==> src/rtl/wb_arb_pkg.sv <==
// rtl/wb_arb_pkg.sv - shared state type and default bus widths for the two-master Wishbone arbiter
package wb_arb_pkg;

  localparam int WB_DATA_WIDTH_DEF = 32;
  localparam int WB_ADDR_WIDTH_DEF = 32;
  localparam int WB_SEL_WIDTH_DEF  = 4;

  typedef enum logic [1:0] {
    IDLE = 2'd0,
    GNT0 = 2'd1,
    GNT1 = 2'd2
  } state_t;

  localparam logic MASTER0 = 1'b0;
  localparam logic MASTER1 = 1'b1;

endpackage

==> src/rtl/wb_arb_pick.sv <==
// rtl/wb_arb_pick.sv - combinational winner select for a request taken from IDLE
// WB_ARB_RR_EN selects round-robin (other-than-last wins contention); otherwise master 0 has fixed priority.
module wb_arb_pick
  import wb_arb_pkg::*;
(
  input  logic [1:0] req,
  input  logic       last,
  output logic       winner
);

`ifdef WB_ARB_RR_EN
  always_comb begin
    winner = MASTER0;
    if (req == 2'b11) begin
      winner = ~last;
    end else if (req[1]) begin
      winner = MASTER1;
    end
  end
`else
  logic unused_last;
  assign unused_last = last;

  always_comb begin
    winner = MASTER0;
    if (!req[0] && req[1]) begin
      winner = MASTER1;
    end
  end
`endif

endmodule

==> src/rtl/wb_arbiter.sv <==
// rtl/wb_arbiter.sv - two-master Wishbone arbiter with direct handover and no preemption
// Define WB_ARB_RR_EN for round-robin contention with a last_o register; default is fixed priority to master 0.
module wb_arbiter
  import wb_arb_pkg::*;
#(
  parameter int WB_DATA_WIDTH = WB_DATA_WIDTH_DEF,
  parameter int WB_ADDR_WIDTH = WB_ADDR_WIDTH_DEF,
  parameter int WB_SEL_WIDTH  = WB_SEL_WIDTH_DEF
) (
  input  logic                     clk_i,
  input  logic                     rst_i,
`ifdef WB_ARB_RR_EN
  output logic                     last_o,
`endif
  input  logic [WB_ADDR_WIDTH-1:0] m0_addr_i,
  input  logic [WB_DATA_WIDTH-1:0] m0_data_i,
  input  logic                     m0_we_i,
  input  logic [WB_SEL_WIDTH-1:0]  m0_sel_i,
  input  logic                     m0_stb_i,
  input  logic                     m0_cyc_i,
  output logic                     m0_ack_o,
  output logic [WB_DATA_WIDTH-1:0] m0_data_o,
  input  logic [WB_ADDR_WIDTH-1:0] m1_addr_i,
  input  logic [WB_DATA_WIDTH-1:0] m1_data_i,
  input  logic                     m1_we_i,
  input  logic [WB_SEL_WIDTH-1:0]  m1_sel_i,
  input  logic                     m1_stb_i,
  input  logic                     m1_cyc_i,
  output logic                     m1_ack_o,
  output logic [WB_DATA_WIDTH-1:0] m1_data_o,
  output logic [WB_ADDR_WIDTH-1:0] s_addr_o,
  output logic [WB_DATA_WIDTH-1:0] s_data_o,
  output logic                     s_we_o,
  output logic [WB_SEL_WIDTH-1:0]  s_sel_o,
  output logic                     s_stb_o,
  output logic                     s_cyc_o,
  input  logic                     s_ack_i,
  input  logic [WB_DATA_WIDTH-1:0] s_data_i
);

  state_t     state_q;
  state_t     state_d;
  logic [1:0] req;
  logic       winner;
  logic       last_q;

  assign req = {m1_cyc_i, m0_cyc_i};

  wb_arb_pick u_pick (
    .req    (req),
    .last   (last_q),
    .winner (winner)
  );

  always_ff @(posedge clk_i) begin
    if (rst_i) begin
      state_q <= IDLE;
    end else begin
      state_q <= state_d;
    end
  end

  // Reset value 1 makes master 0 the first contention winner under round-robin.
`ifdef WB_ARB_RR_EN
  always_ff @(posedge clk_i) begin
    if (rst_i) begin
      last_q <= MASTER1;
    end else if (state_d == GNT0 && state_q != GNT0) begin
      last_q <= MASTER0;
    end else if (state_d == GNT1 && state_q != GNT1) begin
      last_q <= MASTER1;
    end
  end

  assign last_o = last_q;
`else
  assign last_q = MASTER1;
`endif

  // The owner keeps the bus while its cyc is high; release hands over directly if the other master waits.
  always_comb begin
    state_d = state_q;
    case (state_q)
      IDLE: begin
        if (|req) begin
          state_d = (winner == MASTER1) ? GNT1 : GNT0;
        end
      end
      GNT0: begin
        if (!m0_cyc_i) begin
          state_d = m1_cyc_i ? GNT1 : IDLE;
        end
      end
      GNT1: begin
        if (!m1_cyc_i) begin
          state_d = m0_cyc_i ? GNT0 : IDLE;
        end
      end
      default: state_d = IDLE;
    endcase
  end

  always_comb begin
    s_addr_o = '0;
    s_data_o = '0;
    s_we_o   = 1'b0;
    s_sel_o  = '0;
    s_stb_o  = 1'b0;
    s_cyc_o  = 1'b0;
    m0_ack_o = 1'b0;
    m1_ack_o = 1'b0;
    case (state_q)
      GNT0: begin
        s_addr_o = m0_addr_i;
        s_data_o = m0_data_i;
        s_we_o   = m0_we_i;
        s_sel_o  = m0_sel_i;
        s_stb_o  = m0_stb_i & m0_cyc_i;
        s_cyc_o  = m0_cyc_i;
        m0_ack_o = s_ack_i;
      end
      GNT1: begin
        s_addr_o = m1_addr_i;
        s_data_o = m1_data_i;
        s_we_o   = m1_we_i;
        s_sel_o  = m1_sel_i;
        s_stb_o  = m1_stb_i & m1_cyc_i;
        s_cyc_o  = m1_cyc_i;
        m1_ack_o = s_ack_i;
      end
      default: ;
    endcase
  end

  assign m0_data_o = s_data_i;
  assign m1_data_o = s_data_i;

endmodule

==> config.mk <==
export PLATFORM = sky130hd
export DESIGN_NAME = wb_arbiter
export DESIGN_NICKNAME = d
export VERILOG_FILES = /design/src/rtl/wb_arb_pkg.sv /design/src/rtl/wb_arb_pick.sv /design/src/rtl/wb_arbiter.sv
export SDC_FILE = /design/constraint.sdc
export NUM_CORES = 1
export LEC_CHECK = 0
export CORE_AREA = 2 2 121 123
export DETAILED_ROUTE_END_ITERATION = 7
export DIE_AREA = 0 0 123 125
export DONT_BUFFER_PORTS = 1
export PLACE_DENSITY_LB_ADDON = 0.1
export SETUP_SLACK_MARGIN = 0.05
export SLEW_MARGIN = 20
export SYNTH_ARGS = -nofsm -noshare
export SYNTH_HDL_FRONTEND = slang
export SYNTH_HIERARCHICAL = 1
export SYNTH_SLANG_ARGS = --single-unit
==> constraint.sdc <==
create_clock -name clk_i -period 3.16 [get_ports clk_i]
set_input_delay 0.316 -clock clk_i [delete_from_list [all_inputs] [get_ports clk_i]]
set_output_delay 0.316 -clock clk_i [all_outputs]
set_load 0.01 [all_outputs]
==> impl_metrics.csv <==
group,metric,value,unit
power,irDropWorstVdd,0.149,mV
hold_path,worstHoldPathType,"in -> reg",
power,p_leak,0.356,nW
worst_setup_path,cp-start-kind,"flip-flop",
timing,hold_viol,0,
drt,first_iter_violations,21,
grt,grt_pass1_vias,1436,
drt,vias,1504,
timing,tightest_slew,0.576,ns
final_layout,final_cell_count_no_fill,358,
floorplan,pin_count,314,
power,p_sw,497,uW
floorplan,die_area,15400,um2
floorplan,initial_core_util,12.4,%
grt,grt_max_degree,38,
drt,drc,0,
grt,grt.overflow.total,0,
final_layout,largest_reg_flops,2,
final_layout,multiInputGateArea,1140,um2
cts,ctsResizeCount,0,
timing,finalSetupTns,0,ns
placement,hpwlAfterDp,4860,um
placement,placed_cells,355,
floorplan,coreArea,14200,um2
timing,period_share,68.8,%
timing,fmax,0.460,GHz
synthesis,synth.net_count,433,
cts,clockBufferDepth,2,
cts,clk_latency,0.23,ns
final_layout,antenna_cells,0,
power,p_per_area,651,nW/um2
cts,cts_buffers,3,
placement,place_congestion,0.621,
timing,slew_headroom,61.6,%
final_layout,syn_to_final_growth,-12.2,%
drt,wl_per_cell,17.4,um
cts,cts_tree,"built",
power,pwr-share-seq,3.7,%
grt,antenna_found_initial,0,
final_layout,fin_util,10.9,%
timing,slew_violations,0,
cts,cts_max_level,1,
status,status,"complete, no violations",
final_layout,largestRegisters,"state_q (2)",
floorplan,std_cell_rows,44,
final_layout,final_area,1550,um2
worst_setup_path,cp.arrival,1.86,ns
power,intPower,514,uW
hold_path,hold_path_depth,2,
flow_run,cap_violations,0,
worst_setup_path,crit_type,"reg -> out",
placement,pre_cts_slack,1.15,ns
floorplan,die_w,123,um
power,pwr-share-comb,76.9,%
synthesis,ys_warn_count,6,
final_layout,fillerInstances,1664,
cts,clk_pin_slew,0.03,ns
synthesis,synth_area,1770,um2
timing,skew,0.00282,ns
worst_setup_path,crit_fanout,31,
timing,final-setup-viol-count,0,
synthesis,synthCells,252,
drt,routed_via_density,4.20,
placement,placed_area,1480,um2
grt,grt_pass1_wl,7990,um
final_layout,ff_latch_area,40.0,um2
final_layout,fin_nets,357,
grt,grtUsageTotal,6.95,%
timing,period_needed,2.17,ns
worst_setup_path,endpoint_kind,"primary output",
power,switching_share,49.2,%
drt,first_pass_iters,4,
cts,cts_root_buf,"clkbuf_16",
cts,cts-hold-fix-buffers,0,
synthesis,syn_area_per_cell,7.01,um2
placement,port_buffers,0,
worst_setup_path,cp.required,2.84,ns
power,pwr-share-clk,19.3,%
timing,rsz0062_at_grt,"no",
timing,fin_ws,0.987,ns
drt,drt_wl_total,6210,um
worst_setup_path,ff2ff_path_depth,6,
floorplan,die_y,125,um
cts,cts_sinks,2,
cts,post-cts-setup-buffers,0,
final_layout,regMostFlops,"state_q",
final_layout,drive_gt1_share,9.20,%
drt,detail-route-antenna-nets,0,
==> power by group through the flow <==
stage / Combinational [mW] / Sequential [mW] / Clock [mW]
floorplan: 0.717 / 0.0368 / 0
global placement: 0.798 / 0.0388 / 0
detailed placement: 0.800 / 0.0383 / 0
CTS: 0.802 / 0.0380 / 0.197
global route: 0.867 / 0.0394 / 0.201
finish: 0.777 / 0.0378 / 0.195
==> final cells by class <==
type	instances	area share, %
Sequential cell	2	2.58
Timing Repair Buffer	6	3.71
Clock buffer	3	4.84
Inverter	3	0.726
Multi-Input combinational cell	160	73.3
Tap cell	184	14.8
==> metrics by stage <==
step                      hold slack, ns  total power [mW]
after floorplan                    0.471             0.753
after global placement             0.519             0.837
after detailed placement           0.494             0.838
after CTS                          0.261              1.04
after global routing               0.267              1.11
final                              0.255              1.01
==> final timing paths <==
path | startpoint | to | slack [ns]
setup / recovery | state_q[0] | s_stb_o | 0.99
hold / removal | rst_i | state_q[1] | 0.26
setup reg to reg | state_q[0] | state_q[0] | 1.34
hold reg to reg | state_q[1] | state_q[1] | 0.62
==> cell usage in the layout (no fill, tap or decap), drive strengths merged <==
| cell | instances |
|---|---|
| a211o | 1 |
| a211oi | 1 |
| a21boi | 1 |
| a22o | 1 |
| a22oi | 70 |
| a41o | 1 |
| and2 | 2 |
| and2b | 1 |
| buf | 6 |
| clkbuf | 3 |
| dfxtp | 2 |
| ha | 4 |
| inv | 3 |
| nand2 | 2 |
| nand3 | 2 |
| nand4 | 1 |
| nor2 | 1 |
| nor2b | 70 |
| o21ai | 1 |
| or3b | 1 |
==> critical path, cell delays in order (launching register included) <==
cell and delay, ns:
dfxtp_1 0.35, inv_1 0.09, ha_2 0.48, buf_4 0.31, a21boi_0 0.38
==> routing by layer <==
layer	routed length (um)	global-route usage, %	up-vias
met5	0	0	-
met2	3450	14.0	115
met3	531	1.41	31
met1	2020	6.25	688
met4	215	3.74	0
li1	-	-	670
Power figures use the tool's default switching activity.
